## src/rtl/fetch_unit.sv

```systemverilog
// fetch_unit: instruction fetch front end with in-order memory requests,
// redirect flush with stale-response dropping, and a small instruction buffer.
module fetch_unit #(
    parameter logic [31:0] RESET_PC = 32'h0000_0000,
    parameter int          DEPTH    = 2
) (
    input  logic        clk,
    input  logic        rst_n,
    output logic        imem_req_valid,
    input  logic        imem_req_ready,
    output logic [31:0] imem_req_addr,
    input  logic        imem_rsp_valid,
    input  logic [31:0] imem_rsp_data,
    input  logic        redirect_valid,
    input  logic [31:0] redirect_pc,
    output logic        instr_valid,
    input  logic        instr_ready,
    output logic [31:0] instr,
    output logic [31:0] instr_pc
);
    localparam int          CW  = $clog2(DEPTH) + 1;
    localparam logic [31:0] NOP = 32'h0000_0013;

    typedef enum logic [1:0] {BOOT, RUN, DRAIN} state_t;

    state_t        state, state_nxt;
    logic [31:0]   fetch_pc, rsp_pc, target;
    logic [CW-1:0] outstanding, drop, count;
    logic [CW-1:0] outstanding_nxt, drop_nxt, count_nxt, wr_idx;
    logic [31:0]   buf_data [DEPTH];
    logic [31:0]   buf_pc   [DEPTH];
    logic          req_fire, out_fire, rsp_keep;

    assign target         = redirect_pc & 32'hFFFF_FFFC;
    assign imem_req_valid = state == RUN && !redirect_valid && int'(outstanding) + int'(count) < DEPTH;
    assign imem_req_addr  = fetch_pc;
    assign req_fire       = imem_req_valid && imem_req_ready;
    assign out_fire       = instr_valid && instr_ready;
    assign rsp_keep       = imem_rsp_valid && drop == '0 && !redirect_valid;
    assign instr_valid    = count != '0;
    assign instr          = instr_valid ? buf_data[0] : NOP;
    assign instr_pc       = instr_valid ? buf_pc[0] : rsp_pc;
    assign wr_idx         = count - CW'(out_fire);

    // A redirect turns every outstanding request into a stale response to drop.
    always_comb begin
        outstanding_nxt = outstanding + CW'(req_fire) - CW'(imem_rsp_valid);
        drop_nxt        = redirect_valid ? outstanding_nxt : drop - CW'(imem_rsp_valid && drop != '0);
        count_nxt       = redirect_valid ? '0 : count + CW'(rsp_keep) - CW'(out_fire);
        state_nxt       = redirect_valid ? (outstanding_nxt != '0 ? DRAIN : RUN) :
                          state == BOOT ? RUN :
                          state == DRAIN && drop_nxt == '0 ? RUN : state;
    end

    always_ff @(posedge clk or negedge rst_n) begin
        if (!rst_n) begin
            state       <= BOOT;
            fetch_pc    <= RESET_PC;
            rsp_pc      <= RESET_PC;
            outstanding <= '0;
            drop        <= '0;
            count       <= '0;
        end else begin
            state       <= state_nxt;
            outstanding <= outstanding_nxt;
            drop        <= drop_nxt;
            count       <= count_nxt;
            fetch_pc    <= redirect_valid ? target : req_fire ? fetch_pc + 32'd4 : fetch_pc;
            rsp_pc      <= redirect_valid ? target : rsp_keep ? rsp_pc + 32'd4 : rsp_pc;
        end
    end

    // Shift buffer: entry 0 is always the head, so instr is a plain register mux.
    always_ff @(posedge clk) begin
        for (int i = 0; i < DEPTH; i++) begin
            if (out_fire && i < DEPTH - 1) begin
                buf_data[i] <= buf_data[i < DEPTH - 1 ? i + 1 : i];
                buf_pc[i]   <= buf_pc[i < DEPTH - 1 ? i + 1 : i];
            end
            if (rsp_keep && CW'(i) == wr_idx) begin
                buf_data[i] <= imem_rsp_data;
                buf_pc[i]   <= rsp_pc;
            end
        end
    end
endmodule

```

## config.mk

```make
export PLATFORM = sky130hd
export DESIGN_NAME = fetch_unit
export DESIGN_NICKNAME = d
export VERILOG_FILES = /design/src/rtl/fetch_unit.sv
export SDC_FILE = /design/constraint.sdc
export NUM_CORES = 1
export LEC_CHECK = 0
export ABC_AREA = 1
export CAP_MARGIN = 25
export CORE_MARGIN = 3
export CORE_UTILIZATION = 58
export CTS_CLUSTER_DIAMETER = 30
export DETAILED_ROUTE_END_ITERATION = 10
export PLACE_DENSITY = 0.86
export REMOVE_ABC_BUFFERS = 1
export SKIP_LAST_GASP = 1
export SYNTH_ARGS = -nofsm -noshare
export SYNTH_HDL_FRONTEND = slang
export SYNTH_SLANG_ARGS = --single-unit
```

## constraint.sdc

```tcl
create_clock -name clk -period 10.16 [get_ports clk]
set_input_delay 1.524 -clock clk [delete_from_list [all_inputs] [get_ports clk]]
set_output_delay 1.524 -clock clk [all_outputs]
set_load 0.05 [all_outputs]
```

[Yosys cells after proc, flatten, opt, wreduce, memory -nomap -nowiden]
Memories as Yosys holds them, arrays and structs flattened.
Cells that the tools add are included.
Storage, ports and cells
  register bits after elaboration: 72
  memory bits (writable): 128
  output and inout port bits: 98
  word-level logic and storage cells: 64
  memories kept: 2
Memories
  buf_data: depth 2, width 32, rd ports 2, clocked after memory_dff 0, wr ports 2, RTL line 30  | logic [31:0] buf_data [DEPTH];
  buf_pc: depth 2, width 32, rd ports 2, clocked after memory_dff 0, wr ports 2, RTL line 31  | logic [31:0] buf_pc [DEPTH];
Operators by class
  $add $sub $neg: 9
  magnitude comparators: 1
  equal/unequal tests: 3
  mux-type cells: 20
  bitwise operators: 2
  reduce and logical (&&, ||, !) cells: 21
Operators by type and width (count)
  two-way mux 32 bit: 8
  adder 32 x 3 -> 32 bit, second input constant: 2
  two-way mux 2 bit: 6
  logical AND 1 bit: 10
  nonzero test 2 bit: 5
  zero test 2 bit: 4
  subtractor 2 x 1 -> 2 bit: 4
  two-way mux 1 bit: 6
  adder 2 x 1 -> 2 bit: 2
  adder 2 x 2 -> 3 bit: 1
  less-than comparator 3 x 2 -> 1 bit, second input constant: 1
  nonzero test 3 bit: 1
  == test 1 x 2 -> 1 bit, first input constant: 1
  == test 2 x 1 -> 1 bit, second input constant: 1
  == test 2 bit, second input constant: 1
  OR 1 bit: 2
  zero test 1 bit: 1

[Depth between registers and ports, before layout]
Gate-level depths: netlist (run 1).
  depth in word-level cells: 12
  gate-level depth with buffers: 15
  gate-level depth less buffers: 15

[Worst setup path after synthesis (run 1)]
OpenSTA, ideal clock, no wires.
  kind: input to register
  from: in instr_ready
  to: mem buf_data[1][0] (netlist: buf_data[0][32]) (enable)
  library setup time: 559 ps
  arrival time: 6242 ps
  required time: 9601 ps
  slack: 3359 ps
  stages: 4
  path buffers: 0
  cells stage by stage: inv_1 -> nor2_1 -> ha_1 -> nor3_1
RTL lines
  start: declaration: RTL line 17  | input logic instr_ready,
  end: declaration: RTL line 30

[Final worst setup path (run 1)]
  from: in redirect_valid
  to: out imem_req_valid
On the way
  word-level cells in the longest chain between the ends: 3
RTL lines
  start: declaration: RTL line 14  | input logic redirect_valid,
  zero test 1 bit: RTL line 35  | assign imem_req_valid = state == RUN && !redirect_valid && int'(outstanding) + int'(count) < DEPTH;
  logical AND 1 bit (2 in series): RTL line 35
  end: declaration: RTL line 9  | output logic imem_req_valid,
Every way passes these cells.

==> metrics.cfg, run 1 <==
[logic_synthesis]
synth_area_mm2=0.00976
yosysMostFrequentCell=nand2_1
ys_ff_latch=192
async_flop_share=0.354
ys.flop_type=edfxtp_1
synthTopCellsByArea=edfxtp_1 (38%), dfrtp_1 (17%), nand2_1 (12%)
yosys.area.top_type_share=0.382
yosysSeqAreaShare=0.556
yosys_warnings=0
syn_area_per_cell_um2=8.63
synth_top_area_cell=edfxtp_1
synth-edff-count=124
netlist_top_cells_count=nand2_1 (319), inv_1 (161), edfxtp_1 (124), nor2_1 (107), o21ai_0 (80)
ys_types=42
synth_cells=1131

[worst_setup_path]
required_ps=8640
end_kind=output port
cp_max_fo=46
cpPeakStageDelay_ps=840
crit_family=buffers and inverters
cpMostUsedCell=clkdlybuf4s50_1
arrival_ps=3610
crit_type=in2out
cp_num_buf_inv=4
path_cells=clkdlybuf4s50_1 -> buf_4 -> inv_4 -> nand3_2 -> nor3_2 -> clkdlybuf4s50_1
cp-start-kind=input port
crit_slowest_cell=clkdlybuf4s50_1

[detailed_routing]
drtIter0Drc=648
dr.pass1.iters=5
antenna_left=0
wl_per_cell_um=15.4
drc=0
vias_per_cell=5.35
wirelength_mm=23.3
route.vias.total=8089

[sta]
fin_crit_ps=5140
fin_ws_ps=5020
fin_skew_ps=5.64
relSlewSlack=0.352
worst_pin_slew_ps=970
max_freq_mhz=195
finalSetupTns_ps=0
rsz0062_at_grt=false
final_max_slew_viol_count=0
hold_viol=0
setup_viol=0
fin_crit_sh=0.505
whs_ps=480

[global_route]
overflow=0
grt_antenna_before_repair=0
grt_start_max_net_pins=77
grt_pass1_vias=7730
grtUsageTotal=0.261
grt_pass1_wl_mm=38.0

[clocking]
cts_tree=built
ctsResizeCount=0
clock_sinks=192
root_buffer=clkbuf_16
clk-insertion-delay-late_ps=430
cts_made_buffers=17
cts_hold_buf=0
cts_setup_buffers=0
clk_pin_slew_worst_paths_ps=70
cts_buffer_depth=2
htreeDepth=4

[die]
die-area_mm2=0.0184
die_y_um=136
rows=46
start_util=0.603
io_pins=168
dieWidth_um=136
coreArea_mm2=0.0162

[placement]
place_ws_ps=5020
dp.cells=1480
dpl.hpwl_mm=16.4
io_buffers=161
gp_congestion=0.960

[layout]
drive_above_1_share=0.0478
finalNetCount=1362
fillers=1135
area_growth_pct=23.5
insertedDiodeCount=0
instances_no_fill=1512

[power]
pwr-share-clk=0.189
power.leakage_uw=0.00511
max-vdd-ir-drop_v=0.000164
power_uw=3400
p_switching_uw=1550
switching_share=0.457
seq_power_share=0.338
power.density_mw_per_mm2=282
power_frac_comb=0.473
intPower_uw=1850

[run]
drv_cap=0

[outcome]
status=completed

[min_path]
hold_class=reg2reg

==> worst paths after layout <==
path	slack, ps	cells past startpoint	end	startpoint
worst min-delay path	480	0	buf_pc[0][37]$_DFFE_PP_	rsp_pc[5]$_DFFE_PN0N_
worst max-delay path	5020	6	imem_req_valid	redirect_valid
worst max register to register	6830	8	buf_data[0][23]$_DFFE_PP_	count[1]$_DFF_PN0_
min in group asynchronous	1280	2	imem_req_addr[23]$_DFFE_PN0N_	rst_n
worst min register to register	480	0	buf_pc[0][37]$_DFFE_PP_	rsp_pc[5]$_DFFE_PN0N_
max in group asynchronous	8270	2	rsp_pc[27]$_DFFE_PN0N_	rst_n
==> cell usage in the layout, fill, tap and decap left out, types with 5 or more instances in the layout <==
master and instances:
nor3_1 12, dfrtp_1 68, o211ai_1 14, o21ai_1 47, clkinvlp_4 5, a21oi_1 12
buf_4 8, xnor2_1 6, nand2_1 319, edfxtp_1 124, nand4_1 11, nor2_1 106
clkbuf_16 17, xor2_1 24, nand3_1 62, ha_1 8, o21ai_0 79, inv_1 161
clkdlybuf4s50_1 160
==> power groups by stage <==
| stage | Combinational, µW | Sequential (µW) | Clock (µW) |
|---|---|---|---|
| final | 1610 | 1150 | 642 |
| after detailed placement | 1610 | 1160 | 0 |
| after CTS | 1620 | 1150 | 650 |
| after floorplan | 993 | 1240 | 0 |
| after global routing | 1730 | 1170 | 682 |
| after global placement | 1580 | 1160 | 0 |
==> layer usage <==
metal	track usage	wire, µm	vias to the layer above
li1	-	-	3967
met3	0.0461	2040	38
met2	0.423	10800	357
met5	0	0	-
met1	0.364	10000	3727
met4	0.0761	432	0
==> per-stage QoR <==
step	utilization	area, µm²
finish	0.745	12100
CTS	0.745	12100
global placement	0.711	11500
detailed placement	0.711	11500
floorplan	-	9540
global route	0.745	12100
==> area by class of cell <==
| cell class | count | area (µm²) | share of cell area |
|---|---|---|---|
| clock buffers | 18 | 429 | 0.0356 |
| inverters | 166 | 627 | 0.0520 |
| well taps | 216 | 270 | 0.0224 |
| flip-flops and latches | 192 | 5430 | 0.450 |
| multi-input cells | 737 | 3500 | 0.291 |
| clock inverters | 14 | 133 | 0.0110 |
| repair buffers | 169 | 1670 | 0.138 |
==> kinds of logic (layout without fill, tap and decap cells) <==
kind of cell               Yosys count  in the layout  synth area share
AOI/OAI and AO/OA                  164            164            0.0910
xor gates and xnor gates            30             30            0.0269
adders and majority gates            9              9            0.0123
buffers and inverters              205            367            0.0882
DFF                                192            192             0.556
other                                1              4          0.000384
and+or+nand+nor                    530            530             0.225
==> registers in the layout, indices dropped and copies added (netlist names) <==
register	cells
count	2
rsp_pc	30
buf_data	64
imem_req_addr	30
outstanding	2
drop	2
buf_pc	60
state	2
No activity file was read; power rests on OpenSTA's default activity.
==> run 2: changes to the inputs <==
- CORE_UTILIZATION: 58 -> 54
- PLACE_DENSITY: 0.86 -> 0.81
- clock period: 10.16 -> 5.1 ns (I/O delays scaled with it)
==> run 2 against run 1 <==
Net effect:
- register-to-register slack got worse by 5000 ps
- final cell count is 0.66% higher
- clock-buffer cell count shrank 1
- critical endpoint is now buf_pc[0][23]$_DFFE_PP_
- sequential share of layout area up 0.13 points
- utilization is 5.8 points lower
==> metrics.cfg, run 2 (synthesis gave the netlist of run 1 again) <==
[placement]
io_buffers=161  ; unchanged
gp_congestion=0.971  ; +1.2%
dpl.hpwl_mm=16.9  ; +2.8%
place_ws_ps=1020  ; -3990 ps

[clocking]
cts_made_buffers=17  ; unchanged
root_buffer=clkbuf_16
ctsResizeCount=0  ; unchanged
cts_buffer_depth=2  ; unchanged
cts_setup_buffers=0  ; unchanged
cts_tree=built
clk-insertion-delay-late_ps=430  ; about the same
clk_pin_slew_worst_paths_ps=70  ; about the same
cts_hold_buf=0  ; unchanged
clock_sinks=192  ; unchanged
htreeDepth=4  ; unchanged

[worst_setup_path]
reg2reg_depth=6  ; -2
r2r_end=buf_pc[0][23]$_DFFE_PP_
crit_slowest_cell=buf_4
cpPeakStageDelay_ps=570  ; -270 ps
arrival_ps=3690  ; +80 ps
crit_type=in2reg
regToRegSetupSlack_ps=1860  ; -4970 ps
end_kind=flop
cp_max_fo=41  ; -11%
path_cells=clkdlybuf4s50_1 -> inv_1 -> nor3_4 -> nand2_4 -> clkinv_2 -> nand3b_4 -> o21ai_4 -> buf_4
timing.rr.start=drop[1]$_DFF_PN0_
cp-start-kind=input port
required_ps=5180  ; -3460 ps

[power]
power_uw=6750  ; +98%
power.leakage_uw=0.00516  ; +1.0%
power.density_mw_per_mm2=561  ; +99%
max-vdd-ir-drop_v=0.000401  ; +140%

[die]
rows=48  ; +4.3%
die_y_um=140  ; +3.5%
die-area_mm2=0.0197  ; +7.1%
dieWidth_um=140  ; +3.5%
io_pins=168  ; unchanged
coreArea_mm2=0.0175  ; +8.1%
start_util=0.558  ; -0.0450

[sta]
fin_ws_ps=1480  ; -3540 ps
setup_viol=0  ; unchanged
max_freq_mhz=276
relSlewSlack=0.356  ; +0.00397
final_max_slew_viol_count=0  ; unchanged
rsz0062_at_grt=false
fin_crit_ps=3620
finalSetupTns_ps=0  ; unchanged
worst_pin_slew_ps=963  ; -7.26 ps
fin_skew_ps=5.04  ; -0.598 ps
whs_ps=490  ; +10.1 ps
hold_viol=0  ; unchanged
fin_crit_sh=0.710

[min_path]
hold_class=reg2reg
holdPathEnd=buf_pc[0][37]$_DFFE_PP_
min_path_cells=0  ; unchanged
hp-start=rsp_pc[5]$_DFFE_PN0N_

[detailed_routing]
wl_per_cell_um=15.5  ; +0.37%
route.vias.total=8060  ; -0.36%
drc=0  ; unchanged
vias_per_cell=5.30  ; -1.0%
dr.pass1.iters=6  ; +1
drtIter0Drc=665  ; +2.6%
wirelength_mm=23.5  ; +1.0%
antenna_left=0  ; unchanged

[global_route]
grt_pass1_vias=7573  ; -2.0%
grt_antenna_before_repair=0  ; unchanged
grt_pass1_wl_mm=38.6  ; +1.6%
overflow=0  ; unchanged
grt_start_max_net_pins=86  ; +12%
grtUsageTotal=0.244  ; -0.0164

[layout]
layout_common_cells=nand2_1 (319), inv_1 (161), clkdlybuf4s50_1 (130), edfxtp_1 (124), nor2_1 (106)
final_common_cell=nand2_1
insertedDiodeCount=0  ; unchanged
finalNetCount=1363  ; +0.073%
area_growth_pct=23.2
drive_above_1_share=0.0725  ; +0.0246
regMostFlops=buf_data
reg_top3=buf_data: 64 flops, buf_pc: 60 flops
largest_reg_flops=64  ; unchanged

[run]
drv_cap=0  ; unchanged

[outcome]
status=completed

-- run 2: cell type report --
class                      instances  area (µm²)
timing repair buffer             170        1600
sequential                       192        5430
multi-input combinational        737        3510
clock inverter                    15         153
tap                              225         282
clock buffer                      17         425
fill                            1391        5460
inverter                         166         627
-- run 2: worst max-delay path by stage --
stage | from | endpoint | depth (start not counted)
final | imem_rsp_valid | buf_pc[0][23]$_DFFE_PP_ | 8
after global routing | imem_rsp_valid | buf_pc[0][25]$_DFFE_PP_ | 8
after CTS | imem_rsp_valid | buf_pc[0][27]$_DFFE_PP_ | 8
after detailed placement | imem_rsp_valid | buf_pc[0][27]$_DFFE_PP_ | 8
after global placement | imem_rsp_valid | buf_data[0][1]$_DFFE_PP_ | 8
after floorplan | count[1]$_DFF_PN0_ | buf_data[0][32]$_DFFE_PP_ | 5
-- run 2: critical path: cells and delay by family --
kind                   cells  cell delay, ps
and+or+nand+nor            3             950
buffers and inverters      4            1390
AOI/OAI and AO/OA          1             540
-- run 2: power by group --
group          switching (µW)  internal (µW)
sequential                238           2060
clock                     622            688
combinational            2250            886
total                    3110           3630
-- run 2: routing by layer --
layer	share of wire	GRT usage	vias up	wire [µm]
li1	-	-	3976	-
met1	0.43	0.357	3698	10100
met2	0.46	0.377	345	10800
met3	0.093	0.0488	41	2180
met4	0.017	0.0637	0	401
met5	0	0	-	0
-- run 2: per-stage QoR --
step                instances  cell area [µm²]  utilization
detailed placement       1490            11400        0.655
global route             1522            12000        0.688
floorplan                1095             9540            -
global placement         1490            11400        0.655
finish                   1522            12000        0.688
CTS                      1522            12000        0.688
